$ cat src/rtl/stream_demux_pkg.sv
// stream_demux_pkg: shared types and helpers for the stream demultiplexer.
//   state_t  - packet-lock FSM states
//   CNT_W    - width of the optional statistics counters
//   ch_valid - true when a select value addresses an existing channel
package stream_demux_pkg;

  typedef enum logic {
    IDLE   = 1'b0,
    LOCKED = 1'b1
  } state_t;

  localparam int CNT_W = 16;

  function automatic logic ch_valid(input int unsigned sel, input int unsigned num_ch);
    return sel < num_ch;
  endfunction

endpackage

$ cat src/rtl/demux_slot.sv
// demux_slot: 1-entry registered output slot of the demultiplexer.
// Ports:
//   clk, rst_n        clock, asynchronous active-low reset
//   wr_en             load wr_data/wr_last into the slot (wins over drain)
//   wr_data, wr_last  payload and last flag to store
//   ready             consumer ready; slot drains on valid & ready
//   valid, data, last slot contents, held stable until drained
module demux_slot #(
  parameter int DATA_W = 8
) (
  input  logic              clk,
  input  logic              rst_n,
  input  logic              wr_en,
  input  logic [DATA_W-1:0] wr_data,
  input  logic              wr_last,
  input  logic              ready,
  output logic              valid,
  output logic [DATA_W-1:0] data,
  output logic              last
);

  // A write in the same cycle as a drain reloads the slot with no bubble.
  always_ff @(posedge clk or negedge rst_n) begin
    if (!rst_n) begin
      valid <= 1'b0;
      data  <= '0;
      last  <= 1'b0;
    end else if (wr_en) begin
      valid <= 1'b1;
      data  <= wr_data;
      last  <= wr_last;
    end else if (valid && ready) begin
      valid <= 1'b0;
    end
  end

endmodule

$ cat src/rtl/stream_demux.sv
// stream_demux: 1:NUM_CH valid/ready stream demultiplexer with packet lock.
// The first beat of a packet selects the channel; the rest of the packet
// follows it regardless of in_sel. Out-of-range selects are accepted and
// discarded, pulsing drop one cycle later for each beat.
// Ports:
//   clk, rst_n                      clock, asynchronous active-low reset
//   in_valid/in_ready/in_data/in_last/in_sel   input stream
//   out_valid/out_ready/out_data/out_last      per-channel outputs,
//                                   channel k at out_data[k*DATA_W +: DATA_W]
//   drop                            pulse per discarded beat
// Optional feature, macro STREAM_DEMUX_CNT_EN:
//   cnt_beats  16-bit accepted-beat counter per channel (wrapping)
//   cnt_drop   16-bit drop-pulse counter (wrapping)
module stream_demux
  import stream_demux_pkg::*;
#(
  parameter int DATA_W = 8,
  parameter int NUM_CH = 4,
  parameter int SEL_W  = $clog2(NUM_CH)
) (
  input  logic                     clk,
  input  logic                     rst_n,
  input  logic                     in_valid,
  output logic                     in_ready,
  input  logic [DATA_W-1:0]        in_data,
  input  logic                     in_last,
  input  logic [SEL_W-1:0]         in_sel,
  output logic [NUM_CH-1:0]        out_valid,
  input  logic [NUM_CH-1:0]        out_ready,
  output logic [NUM_CH*DATA_W-1:0] out_data,
  output logic [NUM_CH-1:0]        out_last,
`ifdef STREAM_DEMUX_CNT_EN
  output logic [NUM_CH*CNT_W-1:0]  cnt_beats,
  output logic [CNT_W-1:0]         cnt_drop,
`endif
  output logic                     drop
);

  state_t            state_q, state_d;
  logic [SEL_W-1:0]  lock_sel_q, lock_sel_d;
  logic [SEL_W-1:0]  target;
  logic              tgt_ok;
  logic              accept;
  logic [NUM_CH-1:0] wr_en;

  // Routing: an out-of-range target has no slot, so it never backpressures.
  always_comb begin
    target   = (state_q == LOCKED) ? lock_sel_q : in_sel;
    tgt_ok   = ch_valid(32'(target), NUM_CH);
    in_ready = ~tgt_ok;
    for (int k = 0; k < NUM_CH; k++) begin
      if (target == SEL_W'(k)) begin
        in_ready = in_ready | ~out_valid[k] | out_ready[k];
      end
    end
    accept = in_valid & in_ready;
    wr_en  = '0;
    for (int k = 0; k < NUM_CH; k++) begin
      wr_en[k] = accept & (target == SEL_W'(k));
    end
  end

  always_comb begin
    state_d    = state_q;
    lock_sel_d = lock_sel_q;
    case (state_q)
      IDLE: begin
        if (accept && !in_last) begin
          state_d    = LOCKED;
          lock_sel_d = in_sel;
        end
      end
      LOCKED: begin
        if (accept && in_last) state_d = IDLE;
      end
      default: state_d = IDLE;
    endcase
  end

  always_ff @(posedge clk or negedge rst_n) begin
    if (!rst_n) begin
      state_q    <= IDLE;
      lock_sel_q <= '0;
      drop       <= 1'b0;
    end else begin
      state_q    <= state_d;
      lock_sel_q <= lock_sel_d;
      drop       <= accept & ~tgt_ok;
    end
  end

  for (genvar k = 0; k < NUM_CH; k++) begin : g_slot
    demux_slot #(.DATA_W(DATA_W)) u_slot (
      .clk     (clk),
      .rst_n   (rst_n),
      .wr_en   (wr_en[k]),
      .wr_data (in_data),
      .wr_last (in_last),
      .ready   (out_ready[k]),
      .valid   (out_valid[k]),
      .data    (out_data[k*DATA_W +: DATA_W]),
      .last    (out_last[k])
    );
  end

`ifdef STREAM_DEMUX_CNT_EN
  always_ff @(posedge clk or negedge rst_n) begin
    if (!rst_n) begin
      cnt_beats <= '0;
      cnt_drop  <= '0;
    end else begin
      for (int k = 0; k < NUM_CH; k++) begin
        if (wr_en[k]) cnt_beats[k*CNT_W +: CNT_W] <= cnt_beats[k*CNT_W +: CNT_W] + CNT_W'(1);
      end
      if (drop) cnt_drop <= cnt_drop + CNT_W'(1);
    end
  end
`endif

endmodule
$ cat config.mk
export PLATFORM = sky130hd
export DESIGN_NAME = stream_demux
export DESIGN_NICKNAME = d
export VERILOG_FILES = /design/src/rtl/stream_demux_pkg.sv /design/src/rtl/demux_slot.sv /design/src/rtl/stream_demux.sv
export SDC_FILE = /design/constraint.sdc
export NUM_CORES = 1
export LEC_CHECK = 0
export BUFFER_PORTS_ARGS = -buffer_cell sky130_fd_sc_hd__buf_2
export CORE_MARGIN = 10
export CORE_UTILIZATION = 40
export DETAILED_ROUTE_END_ITERATION = 16
export PLACE_DENSITY = 0.74
export SLEW_MARGIN = 20
export SYNTH_ARGS = -nofsm -noshare
export SYNTH_HDL_FRONTEND = slang
export SYNTH_SLANG_ARGS = --single-unit
export TNS_END_PERCENT = 5
$ cat constraint.sdc
create_clock -name clk -period 2.45 [get_ports clk]
set_clock_uncertainty 0.15 [all_clocks]
set_input_delay 0.49 -clock clk [delete_from_list [all_inputs] [get_ports clk]]
set_output_delay 0.49 -clock clk [all_outputs]
set_load 0.1 [all_outputs]
-- Yosys cells after proc, flatten, opt, wreduce, memory -nomap -nowiden
Cells that the tools add are included.
- eq/ne operators: 3
- multiplexer cells: 16
- bitwise operators: 17
- reduce and logical (&&, ||, !) cells: 13
- operator list (cell ; number):
    $mux W1 ; 14
    $reduce_bool A2 Y1 ; 4
    $or A1 B1 Y1 ; 7
    $logic_and A1 B1 Y1 ; 6
    $and A1 B1 Y1 ; 5
    $not A1 Y1 ; 5
    $eq A2 B2 Y1 const B ; 2
    $eq A2 B1 Y1 const B ; 1
    $logic_not A2 Y1 ; 1
    $mux W2 ; 1
    $pmux W1 S2 ; 1
    $reduce_and A2 Y1 ; 1
    $logic_not A1 Y1 ; 1
- register bits after elaboration: 43
- output and inout port bits: 42
- word-level logic and storage cells: 63

-- Longest topological paths before layout
- word-level depth: 16
- gate-level depth with buffers: 5
- depth with buffers taken out: 4

-- Cells and area by module
A second synthesis with hierarchy kept.
- cell total of the unflattened synthesis: 117
- area total of the unflattened synthesis: 1898.1 µm²
- modules (own cells, without submodules) (module ; instances ; cells an instance ; area an instance (µm²) ; sequential area each (µm²)):
    demux_slot ; 4 ; 22 ; 409.1 ; 250.2
    stream_demux ; 1 ; 29 ; 261.5 ; 75.1

-- Worst setup path after synthesis
No wires, ideal clock.
- path kind: reg2out
- start point: reg (tool-made name)
- end point: out in_ready
- arrival time: 2.627 ns
- setup slack: -0.817 ns
- stages on the path, launching flop included: 4
- buffers on the path: 0
- cells stage by stage: dfrtp_1 > mux2i_1 > mux2i_1 > mux2i_1
- RTL lines (what ; RTL line ; text):
    end: declaration ; stream_demux.sv:24 ; output logic in_ready,

==> metrics.md <==
| Metric | Value |
|---|---|
| Worst reg-to-reg setup slack | `0.42 ns` |
| Adder-Cell Fraction of Synth Area | `0%` |
| Total grt overflow | `0` |
| Via count | `1171` |
| Syn-to-layout area delta | `25.1%` |
| Compound-Gate Fraction of Synth Area | `1.48%` |
| Antenna Cells | `0` |
| # hold bufs at CTS | `0` |
| Final WS setup | `0.0792 ns` |
| Initial antenna violation count | `0` |
| Post-Synth Simple-Gate Area | `6.77%` |
| Yosys cell types | `21` |
| Number of DRC markers in iteration 0 | `45` |
| Drt drc | `0` |
| Largest family of logic cells by synthesized area | `multiplexers` |
| Post-CTS sizing | `6` |
| Num rows | `24` |
| Status | `finished, final reports clean` |
| Minimum clock period | `2.37 ns` |
| Period utilisation layout | `96.8%` |
| Final slew viol count | `0` |
| Final instance area | `2330 µm²` |
| Crit path cell chain | `mux2i_4 -> mux2i_2 -> mux2i_4 -> buf_12` |
| Die Wd | `88.3 µm` |
| CTS Buf Count | `5` |
| Total GRT Usage | `11.0%` |
| Rel. slew slack | `64.7%` |
| Core area | `4440 µm²` |
| Commonest cells after routing, fill and taps aside | `57 x buf_2, 42 x dfrtp_1, 27 x mux2_2` |
| Avg Inst Size Synth | `14.9 µm²` |
| Critical Path AT | `1.73 ns` |
| HPWL Detailed | `3.10 mm` |
| Initial Utilization | `42.0%` |
| RSZ-0062 raised after global routing | `no` |
| Clock-pin transition on the worst setup and hold timing paths | `0.07 ns` |
| Most common cell after layout, fill and taps aside | `buf_2` |
| Synth Warn # | `0` |
| CTS Buffer Depth | `2` |
| Final Hold Fails | `0` |
| Vias in the first global route | `1330` |
| Setup Slack @ Placement | `0.195 ns` |
| Multi-input logic area | `737 µm²` |
| Ports | `60` |
| Maximum clock frequency | `422 MHz` |
| Seq/Total Area, Yosys | `57.7%` |
| Clk Latency, worst-skew pair | `0.29 ns` |
| Mux cell area share after synthesis | `28.8%` |
| First-pass GRT wire length | `6.63 mm` |
| Post-place instance area | `2200 µm²` |
| CP dominant cell by count | `mux2i_4` |
| Synth Cell Area | `1870 µm²` |
| Antenna-violating nets left | `0` |
| Post-Synth XOR/XNOR Area | `0%` |
| Routed vias/inst | `4.92` |
| Min-Delay Path Class | `in -> async` |
| Leading area contributor after synthesis | `dfrtp_1` |
| Pre-Repair DR Iteration Count | `4` |
| CTS H-tree lvls | `2` |
| CP peak stage delay | `0.46 ns` |
| Top post-synthesis cells by area | `dfrtp_1 58%, mux2_2 16%, mux2_4 8.0%` |
| CP Max Fanout | `5` |
| Worst Tran Pin Value | `0.529 ns` |
| Largest net degree at the start of global routing | `44` |
| FF+latch area | `1080 µm²` |
| # Post-CTS Setup Buffers | `0` |
| Max-cap violation count | `0` |
| Fillers | `427` |
| Instance count of the mapped netlist | `125` |
| TritonCTS clock tree | `built` |
| Die area | `7800 µm²` |
| Final #Nets | `203` |
| CP Launch Type | `register` |
| Post-synth net total | `143` |
| Layout cells sized above 1 | `62.4%` |
| Crit Path Category | `reg -> out` |
| DRT Wirelength | `4.14 mm` |
| Crit-path slowest cell | `dfrtp_2` |
| Drt wl/cell | `17.4 µm` |
| Required @ worst endpoint | `1.81 ns` |
| Die Y | `88.3 µm` |
| GPL Wtd Cong | `0.800` |
| Setup TNS after final layout | `0 ns` |
| Sink Count | `43` |
| Final setup fails | `0` |
| PortBufs | `58` |
| Synth top area share | `57.7%` |
| Synthesized flop and latch total | `43` |
| Critical Path Sink Type | `output port` |
| Root Driver | `clkbuf_8` |
-- worst max-delay path, delay by kind of cell, from the launching register on --
family   cells  cell delay, ns
flops        1            0.46
mux          3            0.80
buf+inv      1            0.18
-- cell families after synthesis --
family,Yosys count
buffers and inverters,12
AOI/OAI and AO/OA,4
DFF,43
muxes,45
other,1
and+or+nand+nor,20
-- Yosys cell counts (all sizes together) --
cell type	instances
dfrtp	43
mux2	37
buf	11
mux2i	8
nand2	6
nand2b	6
nor2b	2
or3	2
a22oi	1
and2	1
conb	1
inv	1
nand4	1
nand4b	1
nor3b	1
o21ai	1
o22ai	1
o2bb2ai	1
-- per-layer routing --
| layer | up-vias | GRT usage, % | wire length [µm] |
|---|---|---|---|
| met4 | 0 | 2.79 | 38 |
| met5 | - | 0 | 0 |
| met1 | 571 | 12.6 | 1710 |
| met2 | 51 | 16.6 | 1820 |
| li1 | 545 | - | - |
| met3 | 4 | 7.54 | 577 |
-- final timing paths --
check | startpoint | to | depth (start not counted)
worst min-delay path | rst_n | g_slot[0].u_slot.valid | 2
worst max register to register | register | g_slot[3].u_slot.data[6] | 5
max in group asynchronous | rst_n | async pin | 2
worst min register to register | g_slot[1].u_slot.data[1] | g_slot[1].u_slot.data[1] | 1
worst max-delay path | register | in_ready | 4
min in group clk | in_last | register | 2
-- flip-flops by register name, indices dropped and copies added, names as in the netlist, named ones only --
name                 cells
g_slot.u_slot.last       4
g_slot.u_slot.data      32
lock_sel_q               2
g_slot.u_slot.valid      4
-- metrics by stage --
step	hold WS (ns)	std cells	utilization [%]
CTS	0.130	238	52.5
global placement	0.333	230	49.6
finish	0.107	238	52.5
detailed placement	0.337	230	49.6
global route	0.150	238	52.5
floorplan	0.0444	125	-
-- cell type report --
type                            instances  area share [%]
Timing Repair Buffer                   64            15.0
Multi-Input combinational cell         70            31.6
Inverter                                1           0.161
Clock buffer                            8            4.29
Sequential cell                        43            46.2
Tap cell                               52            2.79
Power is left out: the tool's default activity adds up to more than one toggle a clock period on the data nets, which glitch-free logic cannot reach.
